File: src/rtl/ysyx_23060187_alu_mc.sv
// rtl/ysyx_23060187_alu_mc.sv - handshaked EX-stage ALU; iterative MUL/MULHU/DIVU/REMU when ALU_MULDIV_EN is defined
module ysyx_23060187_alu_mc #(
  parameter int WIDTH  = 32,
  parameter int CTRL_W = 4
) (
  input  logic              clk,
  input  logic              rst,
  input  logic              in_valid,
  output logic              in_ready,
  input  logic [CTRL_W-1:0] alu_ctrl,
  input  logic [WIDTH-1:0]  opnum1,
  input  logic [WIDTH-1:0]  opnum2,
  output logic              out_valid,
  input  logic              out_ready,
  output logic [WIDTH-1:0]  result,
  output logic              zero,
  output logic              busy
);

  localparam int SH_W = $clog2(WIDTH);

  localparam logic [CTRL_W-1:0] OP_AND   = CTRL_W'(0);
  localparam logic [CTRL_W-1:0] OP_OR    = CTRL_W'(1);
  localparam logic [CTRL_W-1:0] OP_ADD   = CTRL_W'(2);
  localparam logic [CTRL_W-1:0] OP_XOR   = CTRL_W'(3);
  localparam logic [CTRL_W-1:0] OP_SLL   = CTRL_W'(4);
  localparam logic [CTRL_W-1:0] OP_SRL   = CTRL_W'(5);
  localparam logic [CTRL_W-1:0] OP_SUB   = CTRL_W'(6);
  localparam logic [CTRL_W-1:0] OP_SLT   = CTRL_W'(7);
  localparam logic [CTRL_W-1:0] OP_SLTU  = CTRL_W'(8);
  localparam logic [CTRL_W-1:0] OP_SRA   = CTRL_W'(9);
  localparam logic [CTRL_W-1:0] OP_MUL   = CTRL_W'(10);
  localparam logic [CTRL_W-1:0] OP_MULHU = CTRL_W'(11);
  localparam logic [CTRL_W-1:0] OP_DIVU  = CTRL_W'(12);
  localparam logic [CTRL_W-1:0] OP_REMU  = CTRL_W'(13);

  typedef enum logic [1:0] {S_IDLE, S_BUSY, S_DONE} state_t;

  state_t            r_state;
  state_t            w_state_n;
  logic [WIDTH-1:0]  r_result;
  logic [WIDTH-1:0]  w_alu_res;
  logic [SH_W-1:0]   w_shamt;
  logic              w_accept;
  logic              w_start_md;
  logic              w_last;

  assign w_shamt  = opnum2[SH_W-1:0];
  assign w_accept = (r_state == S_IDLE) && in_valid;

  always_comb begin
    w_alu_res = '0;
    case (alu_ctrl)
      OP_AND:  w_alu_res = opnum1 & opnum2;
      OP_OR:   w_alu_res = opnum1 | opnum2;
      OP_ADD:  w_alu_res = opnum1 + opnum2;
      OP_XOR:  w_alu_res = opnum1 ^ opnum2;
      OP_SLL:  w_alu_res = opnum1 << w_shamt;
      OP_SRL:  w_alu_res = opnum1 >> w_shamt;
      OP_SUB:  w_alu_res = opnum1 - opnum2;
      OP_SLT:  w_alu_res = {{(WIDTH-1){1'b0}}, ($signed(opnum1) < $signed(opnum2))};
      OP_SLTU: w_alu_res = {{(WIDTH-1){1'b0}}, (opnum1 < opnum2)};
      OP_SRA:  w_alu_res = $unsigned($signed(opnum1) >>> w_shamt);
`ifdef ALU_MULDIV_EN
      // Only reached with a zero divisor; nonzero divisors iterate in BUSY.
      OP_DIVU: w_alu_res = '1;
      OP_REMU: w_alu_res = opnum1;
`endif
      default: w_alu_res = '0;
    endcase
  end

`ifdef ALU_MULDIV_EN
  logic [SH_W-1:0]   r_cnt;
  logic [CTRL_W-1:0] r_op;
  logic [WIDTH-1:0]  r_hi;
  logic [WIDTH-1:0]  r_lo;
  logic [WIDTH-1:0]  r_opb;
  logic [WIDTH:0]    w_sum;
  logic [WIDTH:0]    w_shf;
  logic [WIDTH:0]    w_diff;
  logic [WIDTH-1:0]  w_hi_n;
  logic [WIDTH-1:0]  w_lo_n;
  logic [WIDTH-1:0]  w_md_res;
  logic              w_in_mul;
  logic              w_op_mul;

  assign w_in_mul   = (alu_ctrl == OP_MUL) || (alu_ctrl == OP_MULHU);
  assign w_op_mul   = (r_op == OP_MUL) || (r_op == OP_MULHU);
  assign w_start_md = w_in_mul ||
                      (((alu_ctrl == OP_DIVU) || (alu_ctrl == OP_REMU)) && (opnum2 != '0));
  assign w_last     = (r_cnt == SH_W'(WIDTH-1));

  // {r_hi,r_lo} is the product (multiplier consumed from r_lo's LSB) or remainder/quotient pair.
  always_comb begin
    w_sum  = {1'b0, r_hi} + (r_lo[0] ? {1'b0, r_opb} : {(WIDTH+1){1'b0}});
    w_shf  = {r_hi, r_lo[WIDTH-1]};
    w_diff = w_shf - {1'b0, r_opb};
    if (w_op_mul) begin
      w_hi_n = w_sum[WIDTH:1];
      w_lo_n = {w_sum[0], r_lo[WIDTH-1:1]};
    end else begin
      w_hi_n = w_diff[WIDTH] ? w_shf[WIDTH-1:0] : w_diff[WIDTH-1:0];
      w_lo_n = {r_lo[WIDTH-2:0], ~w_diff[WIDTH]};
    end
    w_md_res = ((r_op == OP_MUL) || (r_op == OP_DIVU)) ? w_lo_n : w_hi_n;
  end

  always_ff @(posedge clk or posedge rst) begin
    if (rst) begin
      r_cnt <= '0;
      r_op  <= '0;
      r_hi  <= '0;
      r_lo  <= '0;
      r_opb <= '0;
    end else if (w_accept && w_start_md) begin
      r_cnt <= '0;
      r_op  <= alu_ctrl;
      r_hi  <= '0;
      r_lo  <= w_in_mul ? opnum2 : opnum1;
      r_opb <= w_in_mul ? opnum1 : opnum2;
    end else if (r_state == S_BUSY) begin
      r_cnt <= r_cnt + 1'b1;
      r_hi  <= w_hi_n;
      r_lo  <= w_lo_n;
    end
  end

  assign busy = (r_state == S_BUSY);
`else
  assign w_start_md = 1'b0;
  assign w_last     = 1'b1;
  assign busy       = 1'b0;
`endif

  always_ff @(posedge clk or posedge rst) begin
    if (rst) r_state <= S_IDLE;
    else     r_state <= w_state_n;
  end

  always_comb begin
    w_state_n = r_state;
    case (r_state)
      S_IDLE:  if (in_valid) w_state_n = w_start_md ? S_BUSY : S_DONE;
      S_BUSY:  if (w_last) w_state_n = S_DONE;
      S_DONE:  if (out_ready) w_state_n = S_IDLE;
      default: w_state_n = S_IDLE;
    endcase
  end

  always_ff @(posedge clk or posedge rst) begin
    if (rst) begin
      r_result <= '0;
    end else if (w_accept && !w_start_md) begin
      r_result <= w_alu_res;
`ifdef ALU_MULDIV_EN
    end else if ((r_state == S_BUSY) && w_last) begin
      r_result <= w_md_res;
`endif
    end
  end

  assign result    = r_result;
  assign zero      = (r_result == '0);
  assign in_ready  = (r_state == S_IDLE);
  assign out_valid = (r_state == S_DONE);

endmodule
File: config.mk
export PLATFORM = sky130hd
export DESIGN_NAME = ysyx_23060187_alu_mc
export DESIGN_NICKNAME = d
export VERILOG_FILES = /design/src/rtl/ysyx_23060187_alu_mc.sv
export SDC_FILE = /design/constraint.sdc
export NUM_CORES = 1
export LEC_CHECK = 0
export CELL_PAD_IN_SITES_DETAIL_PLACEMENT = 1
export CELL_PAD_IN_SITES_GLOBAL_PLACEMENT = 2
export CORE_ASPECT_RATIO = 1.5
export CORE_MARGIN = 2
export CORE_UTILIZATION = 31
export CTS_CLUSTER_SIZE = 40
export DETAILED_ROUTE_END_ITERATION = 10
export PLACE_DENSITY_LB_ADDON = 0.1
export SETUP_SLACK_MARGIN = 0.5
export SKIP_LAST_GASP = 1
export SLEW_MARGIN = 30
export SYNTH_ARGS = -nofsm -noshare
export SYNTH_HDL_FRONTEND = slang
export SYNTH_SLANG_ARGS = --single-unit
File: constraint.sdc
create_clock -name clk -period 1.85 [get_ports clk]
set_clock_uncertainty 0.2 [all_clocks]
set_input_delay 0.2775 -clock clk [delete_from_list [all_inputs] [get_ports clk]]
set_output_delay 0.2775 -clock clk [all_outputs]
set_load 0.01 [all_outputs]
======== After elaboration in Yosys (flattened, before gate mapping) ========
Index checks and enable logic that the tools add are counted.
cells by class
  shift operators ......................... 3
  reduce and logical (&&, ||, !) cells .... 5
  add/sub/neg operators ................... 2
  multiplexer cells ....................... 4
  multipliers ............................. 0
  equal/unequal tests ..................... 13
  div/mod/pow operators ................... 0
  bitwise logic cells ..................... 3
  magnitude comparators ................... 2
operators with widths
  operator                                              count
  one-hot mux 32 bit (10 select lines)                  1
  less-than comparator 32 bit                           2
  adder 32 bit                                          1
  AND 32 bit                                            1
  logical NOT 32 bit                                    1
  bitwise OR 32 bit                                     1
  << shifter 32 x 5 -> 32 bit                           1
  right shift 32 x 5 -> 32 bit                          1
  >>> shifter 32 x 5 -> 32 bit                          1
  subtractor 32 bit                                     1
  bitwise XOR 32 bit                                    1
  equality test 4 x 3 -> 1 bit (second input constant)  4
  equality test 4 x 2 -> 1 bit (second input constant)  2
  equality test 4 bit (second input constant)           2
  one-hot mux 2 bit (3 select lines)                    1
  equality test 4 x 1 -> 1 bit (second input constant)  1
  logical NOT 4 bit                                     1
  2-to-1 mux 2 bit                                      2
  equality test 2 x 1 -> 1 bit (second input constant)  1
  equality test 2 bit (second input constant)           1
  logical NOT 2 bit                                     1
  != test 2 x 1 -> 1 bit (second input constant)        1
  != test 2 bit (second input constant)                 1
  AND reduction 2 bit                                   1
  logical AND 1 bit                                     1
storage, ports and cells
  RAM bits ................................ 0
  memories kept ........................... 0
  bits in read-only memories .............. 0
  input port bits ......................... 72
  bits in registers ....................... 34
  latch bits .............................. 0

======== Depth between registers and ports, before layout ========
  word-level depth ........................ 3
  mapped depth ............................ 16

======== Worst setup path before layout ========
No wires, ideal clock.
  path type ............................... input port to flip-flop
  from .................................... input port opnum2[3]
  to ...................................... register r_result[30] (netlist: result[30])
  path slack .............................. -1.934 ns
  arrival time ............................ 3.503 ns
  buffers on the path ..................... 3
  stages on the path ...................... 14
  cells stage by stage .................... inv_1 > clkbuf_1 > clkbuf_1 > clkbuf_1 > ha_1 > nand2b_1 > o311a_1 > o211ai_1 > a41o_1 > a211o_4 > a221oi_4 > a31oi_1 > mux2_1 > nor3_2
between the ends
  word-level cells in the longest chain between the ends .. 2
  elaborated cells on any way between the ends .. 6
ends and longest elaborated chain
  item                                             RTL line  RTL
  start, declared                                  12        input logic [WIDTH-1:0] opnum2,
  subtractor 32 bit, or another cell as far along  60        OP_SUB: w_alu_res = opnum1 - opnum2;
  one-hot mux 32 bit (10 select lines) *           53        case (alu_ctrl)
  end signal, assigned                             155       r_result <= w_alu_res;
  end, declared                                    41        logic [WIDTH-1:0] r_result;
Mark *: on every way between the ends. The rest lies on a longest branch, timed or not.
A chain may end at the register's enable or synchronous reset.

======== Worst setup path in the final report ========
  from .................................... input port opnum2[7]
  to ...................................... register r_result[30] (netlist: result[30])
between the ends
  word-level cells in the longest chain between the ends .. 2
  elaborated cells on any way between the ends .. 3
ends and longest elaborated chain
  item                                                      RTL line
  subtractor 32 bit / adder 32 bit (equally long branches)  60, 56
  one-hot mux 32 bit (10 select lines) *                    53
Marks and branches as above.

==> results by group <==
Run status
  – Status: finished, violations left
  – Failing checks: negative setup slack

Global route
  – Total grt overflow: 0
  – M2 GR Usage: 0.724
  – Most used routing layer: met2
  – Met1 Track Usage GR: 0.424
  – First-pass GRT wire length: 107 mm
  – Gr usage total: 0.405
  – M3 GR Usage: 0.0529
  – Largest net degree at the start of global routing: 42
  – Vias in the first global route: 16.9k
  – Antenna violations before repair: 4

Worst setup path
  – Critical Path Source Type: input pin
  – Crit path depth: 14
  – Crit Path Class: input pin to register
  – Crit path required time: 1.86 ns
  – Capture point of the worst path: result[30]
  – CP delay by family, top: compound AO/OA/AOI/OAI gates
  – Reg-to-reg slack, setup: -0.70 ns
  – Worst path buffer plus inverter count: 5
  – Worst path max stage delay: 0.43 ns
  – R2R Path End: result[28]
  – Worst EP arrival: 3.22 ns
  – Crit end category: register
  – CP Launch Point: opnum2[7]
  – Worst R2R Start: r_state[1]
  – CP max FO: 3
  – Worst path cell trace: clkdlybuf4s15_2 -> inv_2 -> ha_4 -> clkinv_2 -> a21oi_1 -> or3_1 -> a41o_2 -> a211o_4 -> a221oi_4 -> buf_4 -> buf_6 -> a31oi_4 -> mux2_4 -> nor3_2
  – Slowest stage cell, crit path: or3_1
  – Reg2reg path depth: 10

Finish
  – Commonest non-fill, non-tap cell in the layout: buf_4
  – Area growth syn-to-layout: 90.3%
  – Share of cells above drive strength 1: 0.541
  – Fill cells: 3960
  – Nets@finish: 2382
  – Sequential Area: 831 µm²
  – Most frequent cells in the layout: 637 x buf_4, 150 x nor2_1, 128 x buf_6, 117 x nand2_1, 90 x a21oi_1
  – Area of the multi-input gates: 0.0103 mm²

STA
  – Tcrit/Tclk final: 1.73
  – Tmin final: 3.21 ns
  – Fin. max-slew vios: 0
  – WHS: 0.188 ns
  – TNS Setup: -35.26 ns
  – RSZ-0062 raised after global routing: true
  – Hold Fails Final Rpt: 0
  – F_max: 0.312 GHz
  – Final setup margin: -1.36 ns
  – Relative slew slack: 0.546
  – Worst slew pin tran: 0.677 ns
  – # setup viols final: 33

CTS
  – CTS Buffer Depth: 2
  – Worst-path clk slew: 0.06 ns
  – TritonCTS Sinks: 33
  – CTS H-Tree Depth: 2
  – TritonCTS clock tree: built
  – Worst-Skew Late Latency: 0.28 ns
  – CTS root buffer: clkbuf_16
  – Cts-stage hold buffer count: 0
  – TritonCTS Buffers: 5

Yosys
  – Mapped Area: 0.0104 mm²
  – Adder-Cell Fraction of Synth Area: 0.123
  – Gate count of the mapped netlist: 1441
  – Ys flop type: dfrtp_1
  – Largest family of logic cells by synthesized area: compound AO/OA/AOI/OAI gates
  – Synth Warn #: 0
  – Mux contribution to synthesized area: 0.170
  – Seq/Total Area, Yosys: 0.0794
  – Synth async-reset ratio: 1.00
  – Simple-gate share of the synthesized area: 0.200
  – Post-synth EDFFs: 0
  – Synth Area in Compound Gates: 0.332
  – Mapped Nets: 1614
  – Flops & latches, synth: 33
  – Synth Area in XOR/XNOR: 0.00758
  – Syn_area_per_cell: 7.22 µm²
  – Post-synth cell types: 87

Placed design
  – Final HPWL from detailed placement: 58.7 mm
  – IO buf count: 106
  – Routability cong.: 1.04

Die
  – Rows: 82
  – Initial Utilization: 0.313
  – Core ar.: 0.0332 mm²
  – Die extent in x: 154 µm
  – I/O pin count: 108
  – Die height: 228 µm
  – Die area: 0.0351 mm²

Power and ir drop
  – Switching Share: 0.453
  – Combinational Power Share: 0.798
  – Clock power frac: 0.094
  – Areal power density over the cells: 442 mW/mm²
  – Switch Pwr: 3.96 mW
  – Pint: 4.79 mW
  – Share of power burned in registers: 0.108
  – Peak VDD IR: 0.000331 V
  – Pleak: 9.09 nW

Routing
  – Iteration-0 DRC Markers: 896
  – Router iterations before antenna repair: 5
  – Post-route ant nets: 0
  – Vias: 16.0k
  – DR DRC count: 0
  – Average routed wire per standard cell: 28.9 µm
  – Via density: 6.08
  – DRT Wirelength: 76.0 mm

Hold path
  – Hold Crit Class: input pin to asynchronous set/reset pin

Run
  – Max cap viols: 0
-- kinds of logic (layout without fill, tap and decap cells) --
kind of cell    Yosys count  after routing
buf+inv                 220            989
other cells               1              3
compound gates          516            516
simple gates            451            451
flops                    33             33
fa+ha+maj               101            101
mux                     110            110
xor+xnor                  9              9
-- routing by layer --
metal	part of all wire	vias to the layer above	wire length (µm)
met5	0.00038	-	29
met1	0.35	7903	26500
met4	0.10	4	7590
met2	0.50	778	37800
met3	0.053	363	4030
li1	-	6956	-
-- flip-flops by register name, indices dropped and copies added (netlist names) --
| signal | cells |
|---|---|
| r_state | 1 |
| result | 32 |
-- worst min-delay path, cell delays in order --
cell and delay (ns):
clkdlybuf4s50_1 0.39, inv_1 0.05, buf_4 0.39
-- metrics by stage --
step / instance area (µm²) / power (mW) / setup WS, ns / cells / util
final: 19800 / 8.75 / -1.36 / 2632 / 0.596
after global placement: 16600 / 6.30 / -2.16 / 2501 / 0.498
after CTS: 19000 / 8.18 / -1.30 / 2593 / 0.573
after floorplan: 10600 / 3.22 / -1.38 / 1441 / -
after global routing: 19800 / 9.08 / -1.42 / 2632 / 0.596
after detailed placement: 16600 / 6.41 / -2.13 / 2501 / 0.498
-- power groups by stage --
stage	Sequential [mW]	Combinational, mW	Clock [mW]
after floorplan	0.989	2.23	0
after global placement	0.924	5.37	0
after detailed placement	0.932	5.47	0
after CTS	0.936	6.41	0.827
after global routing	0.960	7.26	0.858
final	0.946	6.98	0.826
-- cell type report --
type                            instances  area share
Multi-Input combinational cell       1188       0.522
Tap cell                              420      0.0265
Sequential cell                        33      0.0420
Clock buffer                            5     0.00632
Inverter                              109      0.0226
Antenna cell                            2    0.000253
Timing Repair Buffer                  872       0.380
Clock inverter                          3    0.000885
-- cell usage after synthesis, types with 7 or more instances --
library cell / instances / share of area
o211ai_1: 22 / 0.016
buf_4: 8 / 0.0058
ha_1: 99 / 0.12
nand3_1: 21 / 0.010
clkbuf_1: 66 / 0.024
a31oi_1: 21 / 0.013
xnor2_1: 7 / 0.0059
buf_1: 12 / 0.0043
buf_2: 21 / 0.010
o21ai_0: 116 / 0.056
and3_1: 7 / 0.0042
nand4_1: 11 / 0.0066
nor4_1: 20 / 0.012
a21o_1: 25 / 0.018
inv_1: 107 / 0.039
nor2b_1: 11 / 0.0066
mux2_2: 10 / 0.011
nor2_1: 163 / 0.059
o31ai_1: 13 / 0.0094
a211oi_1: 28 / 0.020
o22ai_1: 17 / 0.010
a221oi_1: 21 / 0.018
a221o_1: 12 / 0.012
or3_1: 11 / 0.0066
dfrtp_1: 33 / 0.079
mux4_2: 52 / 0.11
nor3_1: 37 / 0.018
or2_2: 7 / 0.0042
nand2_1: 123 / 0.044
o221ai_1: 13 / 0.011
nand2b_1: 12 / 0.0072
a22oi_1: 18 / 0.013
mux2i_1: 47 / 0.045
and2_1: 13 / 0.0078
a21oi_1: 122 / 0.059
a2111oi_0: 12 / 0.010
-- how the worst min path moves through the flow --
stage	from	end	slack (ns)	cells past startpoint
global route	rst	result[6]	0.25	3
finish	rst	result[6]	0.19	3
detailed placement	result[13]	result[13]	0.37	3
floorplan	out_ready	r_state[1]	0.16	1
CTS	rst	result[6]	0.21	3
global placement	result[3]	result[3]	0.36	3
-- what timing repair did --
| item | in CTS | in global routing |
|---|---|---|
| gates resized for setup | 701 | 121 |
| endpoints found under the setup margin | 68 | 68 |
| cloned | 5 | 1 |
| hold endpoints to repair | 0 | 0 |
| buffers inserted | 79 | 36 |
| pin swaps | 157 | 97 |
Note: power is estimated with default switching activity, not from simulation.
